`src/rtl/wm_blend_pipe.sv`:
```
// wm_blend_pipe: pipelined fixed-point watermark blend out = A*P + B*W with rounding and saturation
module wm_blend_pipe #(
  parameter int Data_Depth  = 8,
  parameter int Coef_Width  = 7,
  parameter int Frac_Bits   = 6,
  parameter int Lanes       = 1,
  parameter int Block_Beats = 64
) (
  input  logic                          clk,
  input  logic                          rst,
  input  logic                          cfg_valid,
  output logic                          cfg_ready,
  input  logic [Data_Depth-1:0]         cfg_G_mu_k,
  input  logic [Data_Depth-1:0]         cfg_B_thr,
  input  logic [Coef_Width-1:0]         cfg_A_max,
  input  logic [Coef_Width-1:0]         cfg_B_min,
  input  logic [Coef_Width-1:0]         cfg_A_k,
  input  logic [Coef_Width-1:0]         cfg_B_k,
  input  logic                          in_valid,
  output logic                          in_ready,
  input  logic [Lanes*Data_Depth-1:0]   in_P,
  input  logic [Lanes*Data_Depth-1:0]   in_W,
  output logic                          out_valid,
  input  logic                          out_ready,
  output logic [Lanes*Data_Depth-1:0]   out_pixel,
  output logic                          out_sat,
  output logic                          out_last
);
  localparam int pw = Data_Depth + Coef_Width;
  localparam int rw = pw + 2;
  localparam int cnt_w = $clog2(Block_Beats + 1);
  localparam logic [rw-1:0] half = rw'((64'd1 << Frac_Bits) >> 1);
  localparam logic [rw-1:0] max_pix = rw'((64'd1 << Data_Depth) - 1);

  typedef enum logic {IDLE, RUN} state_t;

  state_t state, state_d;
  logic [cnt_w-1:0] cnt;
  logic [Coef_Width-1:0] a_sel, b_sel;
  logic advance, cfg_fire, in_fire, last_beat;

  logic s1_v, s1_last;
  logic [Lanes*Data_Depth-1:0] s1_p, s1_w;
  logic [Coef_Width-1:0] s1_a, s1_b;

  logic s2_v, s2_last;
  logic [pw-1:0] s2_pa [Lanes];
  logic [pw-1:0] s2_wb [Lanes];

  logic [rw-1:0] r;
  logic [Lanes*Data_Depth-1:0] pix_d;
  logic sat_d;

  assign advance   = !out_valid || out_ready;
  assign cfg_fire  = cfg_valid && cfg_ready;
  assign in_fire   = in_valid && in_ready;
  assign last_beat = cnt == cnt_w'(Block_Beats - 1);

  // Block FSM: IDLE waits for a config, RUN accepts exactly one block of beats
  always_comb begin
    state_d   = state;
    cfg_ready = rst && state == IDLE;
    in_ready  = rst && state == RUN && advance;
    state_d   = state == IDLE ? (cfg_valid ? RUN : IDLE)
                              : (in_valid && advance && last_beat ? IDLE : RUN);
  end

  // State register, per-block coefficient selection and beat counter
  always_ff @(posedge clk) begin
    if (!rst) begin
      state <= IDLE;
      cnt   <= '0;
      a_sel <= '0;
      b_sel <= '0;
    end else begin
      state <= state_d;
      if (cfg_fire) begin
        a_sel <= cfg_G_mu_k >= cfg_B_thr ? cfg_A_max : cfg_A_k;
        b_sel <= cfg_G_mu_k >= cfg_B_thr ? cfg_B_min : cfg_B_k;
        cnt   <= '0;
      end else if (in_fire) begin
        cnt <= last_beat ? '0 : cnt + cnt_w'(1);
      end
    end
  end

  // Stage valids and the registered output bundle; everything holds while stalled
  always_ff @(posedge clk) begin
    if (!rst) begin
      s1_v      <= 1'b0;
      s1_last   <= 1'b0;
      s2_v      <= 1'b0;
      s2_last   <= 1'b0;
      out_valid <= 1'b0;
      out_pixel <= '0;
      out_sat   <= 1'b0;
      out_last  <= 1'b0;
    end else if (advance) begin
      s1_v      <= in_fire;
      s1_last   <= in_fire && last_beat;
      s2_v      <= s1_v;
      s2_last   <= s1_last;
      out_valid <= s2_v;
      out_pixel <= pix_d;
      out_sat   <= s2_v && sat_d;
      out_last  <= s2_v && s2_last;
    end
  end

  // Datapath: S1 captures pixels with their own coefficient copy, S2 forms lane products
  always_ff @(posedge clk) begin
    if (advance) begin
      s1_p <= in_P;
      s1_w <= in_W;
      s1_a <= a_sel;
      s1_b <= b_sel;
      for (int i = 0; i < Lanes; i++) begin
        s2_pa[i] <= pw'(s1_a) * pw'(s1_p[i*Data_Depth +: Data_Depth]);
        s2_wb[i] <= pw'(s1_b) * pw'(s1_w[i*Data_Depth +: Data_Depth]);
      end
    end
  end

  // S3 arithmetic: per-lane sum, round half up, drop fraction, clamp to pixel range
  always_comb begin
    pix_d = '0;
    sat_d = 1'b0;
    r     = '0;
    for (int i = 0; i < Lanes; i++) begin
      r = (rw'(s2_pa[i]) + rw'(s2_wb[i]) + half) >> Frac_Bits;
      pix_d[i*Data_Depth +: Data_Depth] = r > max_pix ? {Data_Depth{1'b1}} : r[Data_Depth-1:0];
      sat_d = sat_d || r > max_pix;
    end
  end
endmodule
```
`config.mk`:
```
export PLATFORM = sky130hd
export DESIGN_NAME = wm_blend_pipe
export DESIGN_NICKNAME = d
export VERILOG_FILES = /design/src/rtl/wm_blend_pipe.sv
export SDC_FILE = /design/constraint.sdc
export NUM_CORES = 1
export LEC_CHECK = 0
export BUFFER_PORTS_ARGS = -buffer_cell sky130_fd_sc_hd__clkbuf_2
export CORE_MARGIN = 8
export CORE_UTILIZATION = 40
export DETAILED_ROUTE_END_ITERATION = 12
export PLACE_DENSITY_LB_ADDON = 0.25
export RECOVER_POWER = 100
export REMOVE_ABC_BUFFERS = 1
export SYNTH_ARGS = -nofsm -noshare
export SYNTH_HDL_FRONTEND = slang
export SYNTH_SLANG_ARGS = --single-unit
```
`constraint.sdc`:
```
create_clock -name clk -period 4.15 [get_ports clk]
set_input_delay 0.415 -clock clk [delete_from_list [all_inputs] [get_ports clk]]
set_output_delay 0.415 -clock clk [all_outputs]
set_load 0.02 [all_outputs]
```
# ---- Yosys cells after proc, flatten, opt, wreduce, memory -nomap -nowiden
# Memories as Yosys holds them, arrays and structs flattened.
# Cells that the tools add are included.
dict set report totals {
  regBits 67
  ramBits 30
  input_bits 65
  output_inout_bits 13
  elab_cells 50
  memories 2
}
dict set report op_classes {
  add_sub_neg 3
  multipliers 2
  magnitude_cmp 2
  eq_ne 1
  mux 9
  n_bitwise 2
  reduce_logical 13
}
# name words word_bits rd rd_ports_with_merged_regs write_ports line_no
set mem_list {}
lappend mem_list {s2_pa 1 15 1 0 1 47} ;# logic [pw-1:0] s2_pa [Lanes];
lappend mem_list {s2_wb 1 15 1 0 1 48} ;# logic [pw-1:0] s2_wb [Lanes];
# cell n
set ops {}
lappend ops {{7-bit by 8-bit multiplier with 15-bit output} 2}
lappend ops {{7-bit 2-to-1 mux} 3}
lappend ops {{16-bit by 6-bit adder with 17-bit output (second input constant)} 1}
lappend ops {{15-bit by 15-bit adder with 16-bit output} 1}
lappend ops {{11-bit by 8-bit greater-than comparator with 1-bit output (second input constant)} 1}
lappend ops {{1-bit logical AND} 10}
lappend ops {{8-bit >= comparator} 1}
lappend ops {{8-bit 2-to-1 mux} 1}
lappend ops {{7-bit by 1-bit adder with 7-bit output (second input constant)} 1}
lappend ops {{7-bit by 6-bit equality test with 1-bit output (second input constant)} 1}
lappend ops {{1-bit 2-to-1 mux} 5}
lappend ops {{1-bit inverter} 2}
lappend ops {{2-bit OR reduction} 1}
lappend ops {{1-bit zero test} 1}
lappend ops {{1-bit logical OR} 1}

# ---- Longest topological paths before layout
# Gate-level depths: netlist of run 1.
dict set report depth {
  depth_word 6
  ltp_mapped 16
  mapped_depth_nobuf 16
}

# ---- Worst setup path before layout of run 1
# OpenSTA, ideal clock, no wires.
dict set report synth_path {
  path_kind {register to register}
  from {register s1_a[6]}
  to {memory s2_pa[0][14] in the netlist's numbering (data pin)}
  arrival_time_ps 4281
  t_required_ps 3895
  setup_slack_ps -386
  path_stages_with_launch 15
  path_buffers 0
  cell_sequence {edfxtp_1 -> and2_1 -> fa_1 -> fa_1 -> fa_1 -> inv_1 -> fa_1 -> inv_1 -> ha_1 -> o21a_1 -> o21ai_0 -> nand2b_1 -> a41o_1 -> or4_1 -> and3_1}
}
dict set report synth_via {
  elab_chain_len 1
}
# element line_no
set synth_rtl {}
lappend synth_rtl {{start, declared} 44} ;# logic [Coef_Width-1:0] s1_a, s1_b;
lappend synth_rtl {{start signal, assigned} 115} ;# s1_a <= a_sel;
lappend synth_rtl {{7-bit by 8-bit multiplier with 15-bit output} 118} ;# s2_pa[i] <= pw'(s1_a) * pw'(s1_p[i*Data_Depth +: Data_Depth]);
lappend synth_rtl {{end, declared} 47}
# No other way between the ends.

# ---- Worst setup path after layout of run 1
dict set report layout_path {
  from {register s1_a[5]}
  to {memory s2_pa[0][14] in the netlist's numbering (data pin)}
}
# Same word-level chain as after synthesis.

==> flow_summary.toml, run 1 <==
[logic_synthesis]
ys_dominant_reg_cell = "edfxtp_1"
synth-edff-count = 60
ys_seq_elements = 97
synthCells = 704
synth.top_cell.area_share_pct = 23.5
ys_seq_area_share_pct = 33.2
yosysWarnings = 0
syn_area_per_cell_um2 = 10.9
netlist_top_cells_area = "edfxtp_1 (23%), ha_1 (17%), fa_1 (15%)"
syn_area_um2 = 7670
synthDistinctLibCells = 56
yosys.area.top_type = "edfxtp_1"
ys_async_sr_fraction_pct = 0

[timing]
finalCritPeriodShare_pct = 104
min_period_ns = 4.33
worst_pin_slew_ns = 2.08
setup_slack_ns = -0.181
slew_headroom_pct = -38.8
rsz0062_at_grt = "true"
setup_viol = 5
holdWs_ns = 0.231
drv_slew = 75
fin_skew_ns = 0.0115
fmax_mhz = 231
finalHoldViolCount = 0

[clock_network]
htreeDepth = 3
clockBufferDepth = 2
cts_num_sinks = 97
cts-root-buf = "clkbuf_16"
numCtsBuffers = 9
clock_latency_ns = 0.35
cts_tree = "done"
clkTransAtPathRegs_ns = 0.07

[detailed_routing]
drtPass1Iterations = 4
vias = 5561
drt_iter0_drc = 241
routed.top_layer = "met4"
drt-met1-wl_um = 7820
drc = 0
wl_um = 16100
wl_met3_um = 482
wl_met2_um = 7460
detail-route-antenna-nets = 0
via_per_inst = 4.99
wl_per_cell_um = 14.4

[placement]
dp_hpwl_um = 12500
dp_slack_ns = -0.553
gp_congestion = 0.819
portBuffers = 77
dp.cells = 1072

[cells_and_area]
antenna_cells = 0
layout-drive-gt1-share_pct = 25.0
fin_cells = 1114
syn_to_final_growth_pct = 24.4
fillCellCount = 1704
nNetsFinal = 1100

[outcome]
violations = "max-capacitance violations, max-slew violations, negative setup slack"
status = "finished, violations left"

[critical_path]
path_class = "reg2reg"
max_stage_delay_ns = 0.56
crit_path_end_kind = "register"
cp-start-kind = "register"
required_ns = 4.25
crit_arrival_ns = 4.43
cp_common_cell = "fa_1"
crit_fanout = 3
critical-path-slowest-cell = "fa_1"
path_cells = "and2_4 -> fa_1 -> fa_1 -> fa_1 -> inv_1 -> fa_1 -> inv_2 -> ha_4 -> o21a_1 -> o21ai_1 -> nand2b_1 -> a41o_1 -> or4_1 -> and3_1"

[global_routing]
grtUsageTotal_pct = 14.5
grt.overflow.total = 0
grt_pass1_vias = 5854
grt_pass1_wl_um = 28100
grt_max_degree = 42
antenna_found_initial = 0

[die]
row_count = 50
die_x_um = 154
coreArea_um2 = 18800
dieArea_um2 = 23900
ios = 78
die_y_um = 154
initial_utilization_pct = 40.9

[power]
fin_total_pwr_w = 0.00373
power.leakage_nw = 4.73
peakVddDrop_uv = 268
power_density_nw_per_um2 = 391

[worst_hold_path]
worstHoldPathType = "in2reg"

[job]
cap_violations = 2
-- registers in the layout, summed over array words and instances, names as in the netlist, 7 cells and up --
name / cells
a_sel: 7
s1_b: 7
b_sel: 7
s2_wb: 15
s1_a: 7
out_pixel: 8
s1_w: 8
s1_p: 8
cnt: 7
s2_pa: 15
-- per-layer routing --
layer  GRT usage [%]  vias to the layer above
li1                -                     2803
met1            19.0                     2653
met2            23.6                       93
met3            2.23                       12
met4            5.65                        0
met5               0                        -
-- cell usage after synthesis (12+ instances only) --
master,count
xnor2_1,20
o21ai_0,19
dfxtp_1,37
nand2_1,49
a21oi_1,17
xor2_1,12
nor2_1,17
ha_1,102
inv_1,64
mux2i_1,16
nand3_1,19
o21ai_1,12
edfxtp_1,60
fa_1,58
and2_1,88
-- final timing paths --
kind | start | end | slack [ns] | cells after the start
hold / removal | in_W[7] | s1_w[7] | 0.23 | 1
setup / recovery | s1_a[5] | s2_pa[0][14] | -0.18 | 14
hold reg to reg | b_sel[0] | s1_b[0] | 0.43 | 0
setup reg to reg | s1_a[5] | s2_pa[0][14] | -0.18 | 14
-- cells in the final DEF, fill, tap and decap left out, types with 4 or more instances in the layout --
| cell type | instances |
|---|---|
| nand2_1 | 49 |
| o21a_1 | 10 |
| nand4_1 | 6 |
| nor3_1 | 6 |
| o21ai_2 | 5 |
| fa_1 | 57 |
| ha_4 | 11 |
| dfxtp_1 | 37 |
| mux2i_1 | 16 |
| a21boi_0 | 4 |
| and2_1 | 70 |
| xnor2_1 | 20 |
| xor2_1 | 12 |
| o21ai_1 | 4 |
| clkbuf_16 | 9 |
| a2111oi_4 | 4 |
| nor2_1 | 17 |
| o21ai_0 | 23 |
| and2_0 | 9 |
| clkbuf_2 | 60 |
| inv_1 | 53 |
| buf_4 | 81 |
| a21oi_1 | 16 |
| clkbuf_1 | 24 |
| edfxtp_1 | 60 |
| and3_1 | 5 |
| a21o_1 | 10 |
| clkbuf_4 | 4 |
| and2_4 | 10 |
| ha_1 | 90 |
| o21bai_1 | 4 |
| inv_2 | 10 |
| nand3_1 | 19 |
| nand2b_1 | 6 |
| buf_6 | 4 |
-- what timing repair did --
item                                    in CTS  in global routing
cloned                                       0                  0
gates resized for setup                     56                  9
setup buffers                               22                  4
hold buffers                                 0                  0
pin swaps                                   44                 20
endpoints found under the setup margin       9                  9
-- where the power goes --
group | leakage, nW | switching [W] | total [W] | internal (W)
registers | 0.986 | 0.0000810 | 0.00128 | 0.00120
logic | 3.61 | 0.000846 | 0.00165 | 0.000802
clock network | 0.135 | 0.000386 | 0.000801 | 0.000414
total | 4.73 | 0.00131 | 0.00373 | 0.00242
-- critical path: cells and delay by family (launching register included) --
kind,cells,cell delay (ns)
flip-flops,1,0.45
buffers and inverters,2,0.10
AO/OA/AOI/OAI,3,0.53
adder cells (fa/ha/maj),5,2.19
AND/OR/NAND/NOR,4,0.82
-- cell families after synthesis --
logic type	count (synthesis)	share of synthesized area (%)
compound gates	108	9.92
xor+xnor	32	3.66
fa+ha+maj	160	31.8
buf+inv	76	3.79
flops	97	33.2
mux	16	2.09
simple gates	215	15.6
-- stage by stage --
step / TNS [ns] / util [%] / instance area [um2]
2_1_floorplan: -0.983 / - / 7620
3_3_place_gp: -2.19 / 47.0 / 8810
3_5_place_dp: -2.90 / 47.0 / 8810
4_1_cts: -0.435 / 50.7 / 9520
5_1_grt: -1.89 / 50.8 / 9540
6_report: -0.453 / 50.8 / 9540
-- area by class of cell --
type / instances / area (um2) / share of cell area, %
clock buffers: 10 / 229 / 2.40
clock inverters: 6 / 50.0 / 0.525
inverters: 64 / 240 / 2.52
multi-input cells: 531 / 5110 / 53.6
flip-flops and latches: 97 / 2540 / 26.7
well taps: 234 / 293 / 3.07
repair buffers: 172 / 1070 / 11.2
(Power assumes the default switching activity.)
==> inputs of run 2 (changes only) <==
--- a/config.mk
+++ b/config.mk
@@ -9,7 +9,7 @@
 export CORE_MARGIN = 8
 export CORE_UTILIZATION = 40
 export DETAILED_ROUTE_END_ITERATION = 12
-export PLACE_DENSITY_LB_ADDON = 0.25
+export PLACE_DENSITY = 0.69
 export RECOVER_POWER = 100
 export REMOVE_ABC_BUFFERS = 1
 export SYNTH_ARGS = -nofsm -noshare
==> run 2 against run 1 <==
  * Sequential power about the same
  * The flow still finishes with violations (max-capacitance violations, max-slew violations, negative setup slack)
  * Largest cell class unchanged
  * Sequential share of layout area grew 0.22 points
  * Critical path type unchanged
  * Global-route usage decreased by 0.17 points
  * Design area decreased by 0.83%
  * Register-to-register slack worse by 0.06 ns
  * Via count is 1.2% lower
  * Final cell count fell by 0.90%
==> flow_summary.toml, run 2 (same netlist as run 1, synthesis figures left out) <==
[outcome]
status = "finished, violations left"
violations = "max-capacitance violations, max-slew violations, negative setup slack"

[timing]
setup_slack_ns = -0.240
worst_pin_slew_ns = 2.68
drv_slew = 61
min_period_ns = 4.39
finalHoldViolCount = 0
setup_viol = 7
setup_tns_ns = -0.771
fin_skew_ns = 0.0103
fmax_mhz = 228
finalCritPeriodShare_pct = 106
slew_headroom_pct = -80.3
rsz0062_at_grt = "true"

[die]
die_y_um = 154
dieArea_um2 = 23900
die_x_um = 154
coreArea_um2 = 18800
initial_utilization_pct = 40.9
row_count = 50
ios = 78

[cells_and_area]
antenna_cells = 0
syn_to_final_growth_pct = 23.3
nNetsFinal = 1090
final_cell_mix = "ha_1 (93), and2_1 (75), buf_4 (69), clkbuf_2 (63), edfxtp_1 (60)"
fillCellCount = 1697
final_common_cell = "ha_1"
reg_top3 = "s2_pa: 15 flops, s2_wb: 15 flops"
layout-drive-gt1-share_pct = 24.0

[detailed_routing]
drc = 0
via_per_inst = 4.98
vias = 5496
wl_um = 16200
wl_per_cell_um = 14.7
drt_iter0_drc = 261
detail-route-antenna-nets = 0
drtPass1Iterations = 4

[global_routing]
antenna_found_initial = 0
grt.overflow.total = 0
grtUsageTotal_pct = 14.3
top_usage_layer = "met2"
grt_max_degree = 46
grt_pass1_wl_um = 27800
grtUsageMet2_pct = 22.9
grtUsageMet1_pct = 19.5
grt_use_met3_pct = 2.20
grt_pass1_vias = 5754

[worst_hold_path]
worstHoldPathType = "in2reg"

[placement]
dp_hpwl_um = 12400
portBuffers = 77
gp_congestion = 0.834

[clock_network]
htreeDepth = 3
clkTransAtPathRegs_ns = 0.08
clock_latency_ns = 0.35
numCtsBuffers = 9
cts-root-buf = "clkbuf_16"
postCtsHoldBufs = 0
cts_tree = "done"
clockBufferDepth = 2
cts_num_sinks = 97

[power]
power_density_nw_per_um2 = 403
fin_total_pwr_w = 0.00381
peakVddDrop_uv = 267
power.leakage_nw = 4.72

[critical_path]
crit_path_end_kind = "register"
cp-start-kind = "register"
required_ns = 4.26
path_class = "reg2reg"
crit_fanout = 2
crit_arrival_ns = 4.50

[job]
cap_violations = 2
-- run 2: through the flow --
| step | setup WS [ns] | hold slack, ns | cells | util [%] | instance area [um2] |
|---|---|---|---|---|---|
| floorplan | -0.386 | 0.408 | 692 | - | 7620 |
| CTS | -0.295 | 0.221 | 1103 | 50.2 | 9430 |
| global route | -0.440 | 0.221 | 1104 | 50.4 | 9460 |
| finish | -0.240 | 0.236 | 1104 | 50.4 | 9460 |
| detailed placement | -0.529 | 0.416 | 1070 | 46.9 | 8800 |
| global placement | -0.444 | 0.414 | 1070 | 46.9 | 8800 |
-- run 2: path summary, 6_finish.rpt --
kind / start / endpoint / slack [ns] / cells after the start
hold reg to reg: a_sel[1] / s1_a[1] / 0.43 / 0
setup / recovery: s1_p[3] / s2_pa[0][14] / -0.24 / 16
hold / removal: in_P[7] / s1_p[7] / 0.24 / 1
setup reg to reg: s1_p[3] / s2_pa[0][14] / -0.24 / 16
-- run 2: worst max-delay path: stages, from the launching register on --
cell	delay, ns
edfxtp_1	0.43
buf_6	0.14
and2_4	0.15
fa_1	0.53
inv_1	0.05
fa_1	0.47
inv_1	0.05
fa_1	0.48
inv_2	0.04
fa_2	0.53
inv_2	0.05
ha_4	0.16
a2111oi_4	0.21
o21ai_2	0.11
a41o_1	0.20
or4_1	0.39
and3_1	0.16
-- run 2: report_power, final --
| group | leakage (nW) | internal (W) | switching (W) |
|---|---|---|---|
| clock | 0.155 | 0.000494 | 0.000393 |
| combinational | 3.58 | 0.000791 | 0.000848 |
| sequential | 0.986 | 0.00120 | 0.0000803 |
| total | 4.72 | 0.00249 | 0.00132 |
-- run 2: what timing repair did --
action,CTS,global route
setup endpoints to repair,10,12
setup buffers,20,3
resized for setup,49,17
pin swaps,48,27
-- run 2: final cells by class --
type / instances / area [um2] / area share, %
Multi-Input combinational cell: 531 / 5080 / 53.7
Sequential cell: 97 / 2540 / 26.9
Clock inverter: 6 / 73.8 / 0.781
Inverter: 64 / 243 / 2.57
Tap cell: 234 / 293 / 3.10
Clock buffer: 10 / 239 / 2.53
Timing Repair Buffer: 162 / 987 / 10.4
-- run 2: layer usage --
layer | part of all wire, % | wire length, um | up-vias
met3 | 3.9 | 626 | 15
li1 | - | - | 2788
met1 | 49 | 7980 | 2600
met2 | 46 | 7380 | 93
met5 | 0 | 0 | -
met4 | 1.3 | 216 | 0
==> inputs of run 3 (changes only) <==
--- a/config.mk
+++ b/config.mk
@@ -6,12 +6,13 @@
 export NUM_CORES = 1
 export LEC_CHECK = 0
 export BUFFER_PORTS_ARGS = -buffer_cell sky130_fd_sc_hd__clkbuf_2
-export CORE_MARGIN = 8
+export CORE_MARGIN = 2
 export CORE_UTILIZATION = 40
 export DETAILED_ROUTE_END_ITERATION = 12
 export PLACE_DENSITY = 0.69
 export RECOVER_POWER = 100
 export REMOVE_ABC_BUFFERS = 1
+export SETUP_SLACK_MARGIN = 0.15
 export SYNTH_ARGS = -nofsm -noshare
 export SYNTH_HDL_FRONTEND = slang
 export SYNTH_SLANG_ARGS = --single-unit
==> constraint.sdc (replaced) <==
create_clock -name clk -period 4.15 [get_ports clk]
set_input_delay 0.415 -clock clk [delete_from_list [all_inputs] [get_ports clk]]
set_output_delay 0.415 -clock clk [all_outputs]
set_load 0.01 [all_outputs]
==> run 3 against run 2 <==
  * The flow still finishes with violations (max-capacitance violations, max-slew violations, negative setup slack)
  * Combinational power rose by 5%
  * Via count up 2.4%
  * Design area increased by 2.5%
  * First-iteration DRC count rose by 10%
==> flow_summary.toml, run 3 (same netlist as run 1, synthesis figures left out) <==
[power]
seqPwrFrac_pct = 32.9
peakVddDrop_uv = 254
intPower_w = 0.00254
fin_total_pwr_w = 0.00390
power.leakage_nw = 4.83
p_switching_w = 0.00136
pwr-share-comb_pct = 44.3
clockPowerShare_pct = 22.8
p_sw_share_pct = 34.9
power_density_nw_per_um2 = 403

[critical_path]
crit_arrival_ns = 4.54
path_class = "reg2reg"
crit_fanout = 4
required_ns = 4.26
cp-start-kind = "register"
crit_path_end_kind = "register"

[worst_hold_path]
worstHoldPathType = "in2reg"

[timing]
finalHoldViolCount = 0
min_period_ns = 4.44
worst_pin_slew_ns = 1.71
drv_slew = 46
fmax_mhz = 225
setup_slack_ns = -0.286
fin_skew_ns = 0.00896
rsz0062_at_grt = "true"
setup_viol = 10
finalCritPeriodShare_pct = 107
slew_headroom_pct = -13.8

[clock_network]
cts-root-buf = "clkbuf_16"
clock_latency_ns = 0.36
cts_num_sinks = 97
clockBufferDepth = 2
cts_tree = "done"
postCtsHoldBufs = 0
numCtsBuffers = 9
clkTransAtPathRegs_ns = 0.08
htreeDepth = 3

[detailed_routing]
vias = 5626
wl_um = 16400
via_per_inst = 5.05
drt_iter0_drc = 288
drc = 0
wl_per_cell_um = 14.8
detail-route-antenna-nets = 0
drtPass1Iterations = 4

[die]
initial_utilization_pct = 40.9
coreArea_um2 = 18800
die_y_um = 142
row_count = 50
dieArea_um2 = 20300
ios = 78
die_x_um = 142

[global_routing]
grt_max_degree = 46
grt_pass1_wl_um = 27400
grtUsageTotal_pct = 17.1
antenna_found_initial = 0
grt_pass1_vias = 5742
grt.overflow.total = 0

[cells_and_area]
final_common_cell = "ha_1"
final_core_util_pct = 51.6
syn_to_final_growth_pct = 26.4
multi_input_area_um2 = 5220
reg_top3 = "s2_pa: 15 flops, s2_wb: 15 flops"
antenna_cells = 0
layout-drive-gt1-share_pct = 26.4
seqCellArea_um2 = 2540
nNetsFinal = 1099
final_cell_mix = "ha_1 (89), buf_4 (74), and2_1 (71), clkbuf_2 (61), edfxtp_1 (60)"
fillCellCount = 1674

[outcome]
status = "finished, violations left"
violations = "max-capacitance violations, max-slew violations, negative setup slack"

[job]
cap_violations = 1

[placement]
dp_slack_ns = -0.487
dp_hpwl_um = 12100
portBuffers = 77
gp_congestion = 0.828
[run 3: cell count changes in the layout (fill, tap and decap cells not counted), sizes merged]
cell	before	now
clkinvlp	0	1
buf	74	85
inv	67	68
clkbuf	98	95
clkinv	2	1
[run 3: layout make-up]
type | count | share of cell area, %
clock buffer | 9 | 2.32
sequential | 97 | 26.2
clock inverter | 7 | 0.852
timing repair buffer | 171 | 11.2
multi-input combinational | 531 | 53.9
inverter | 64 | 2.50
tap | 234 | 3.02
[run 3: repair_timing]
item,4_1_cts,5_1_grt
endpoints found under the setup margin,14,16
buffers inserted,20,8
resized for setup,53,36
hold endpoints to repair,0,0
pin swaps,51,44
[run 3: path summary, 6_finish.rpt]
kind	endpoint	depth (start not counted)	from	slack [ns]
setup / recovery	s2_wb[0][13]	16	s1_b[3]	-0.29
hold reg to reg	s1_a[4]	0	a_sel[4]	0.44
hold / removal	s1_p[7]	1	in_P[7]	0.23
setup reg to reg	s2_wb[0][13]	16	s1_b[3]	-0.29
[run 3: through the flow]
stage,TNS (ns),cell area [um2],hold WS [ns],std cells
after CTS,-0.736,9480,0.223,1105
after global routing,-2.40,9690,0.219,1113
after detailed placement,-2.82,8790,0.418,1069
after global placement,-2.22,8790,0.412,1069
after floorplan,-0.983,7620,0.408,692
final,-1.17,9690,0.233,1113
[run 3: critical path: stages, from the launching register on]
cell and delay [ns]:
edfxtp_1 0.46, and2_4 0.18, fa_1 0.56, inv_2 0.04, fa_1 0.48, inv_1 0.06, fa_1 0.51, inv_2 0.05
fa_1 0.52, inv_2 0.05, ha_4 0.22, o21a_1 0.17, o21ai_0 0.16, nand2b_1 0.12, a41oi_2 0.25, nor3_2 0.05
a311o_1 0.32
[run 3: power by group through the flow]
stage	sequential (W)	combinational, W	clock [W]
final	0.00129	0.00173	0.000889
after global routing	0.00130	0.00194	0.000943
after CTS	0.00129	0.00162	0.000903
after detailed placement	0.00131	0.00147	0
after global placement	0.00131	0.00145	0
after floorplan	0.00130	0.00103	0
[run 3: per-layer routing]
| layer | up-vias | share of wire, % | global-route usage (%) |
|---|---|---|---|
| met5 | - | 0 | 0 |
| met4 | 0 | 1.9 | 5.89 |
| met3 | 22 | 3.5 | 2.49 |
| met2 | 89 | 48 | 28.2 |
| met1 | 2703 | 47 | 23.0 |
| li1 | 2812 | - | - |
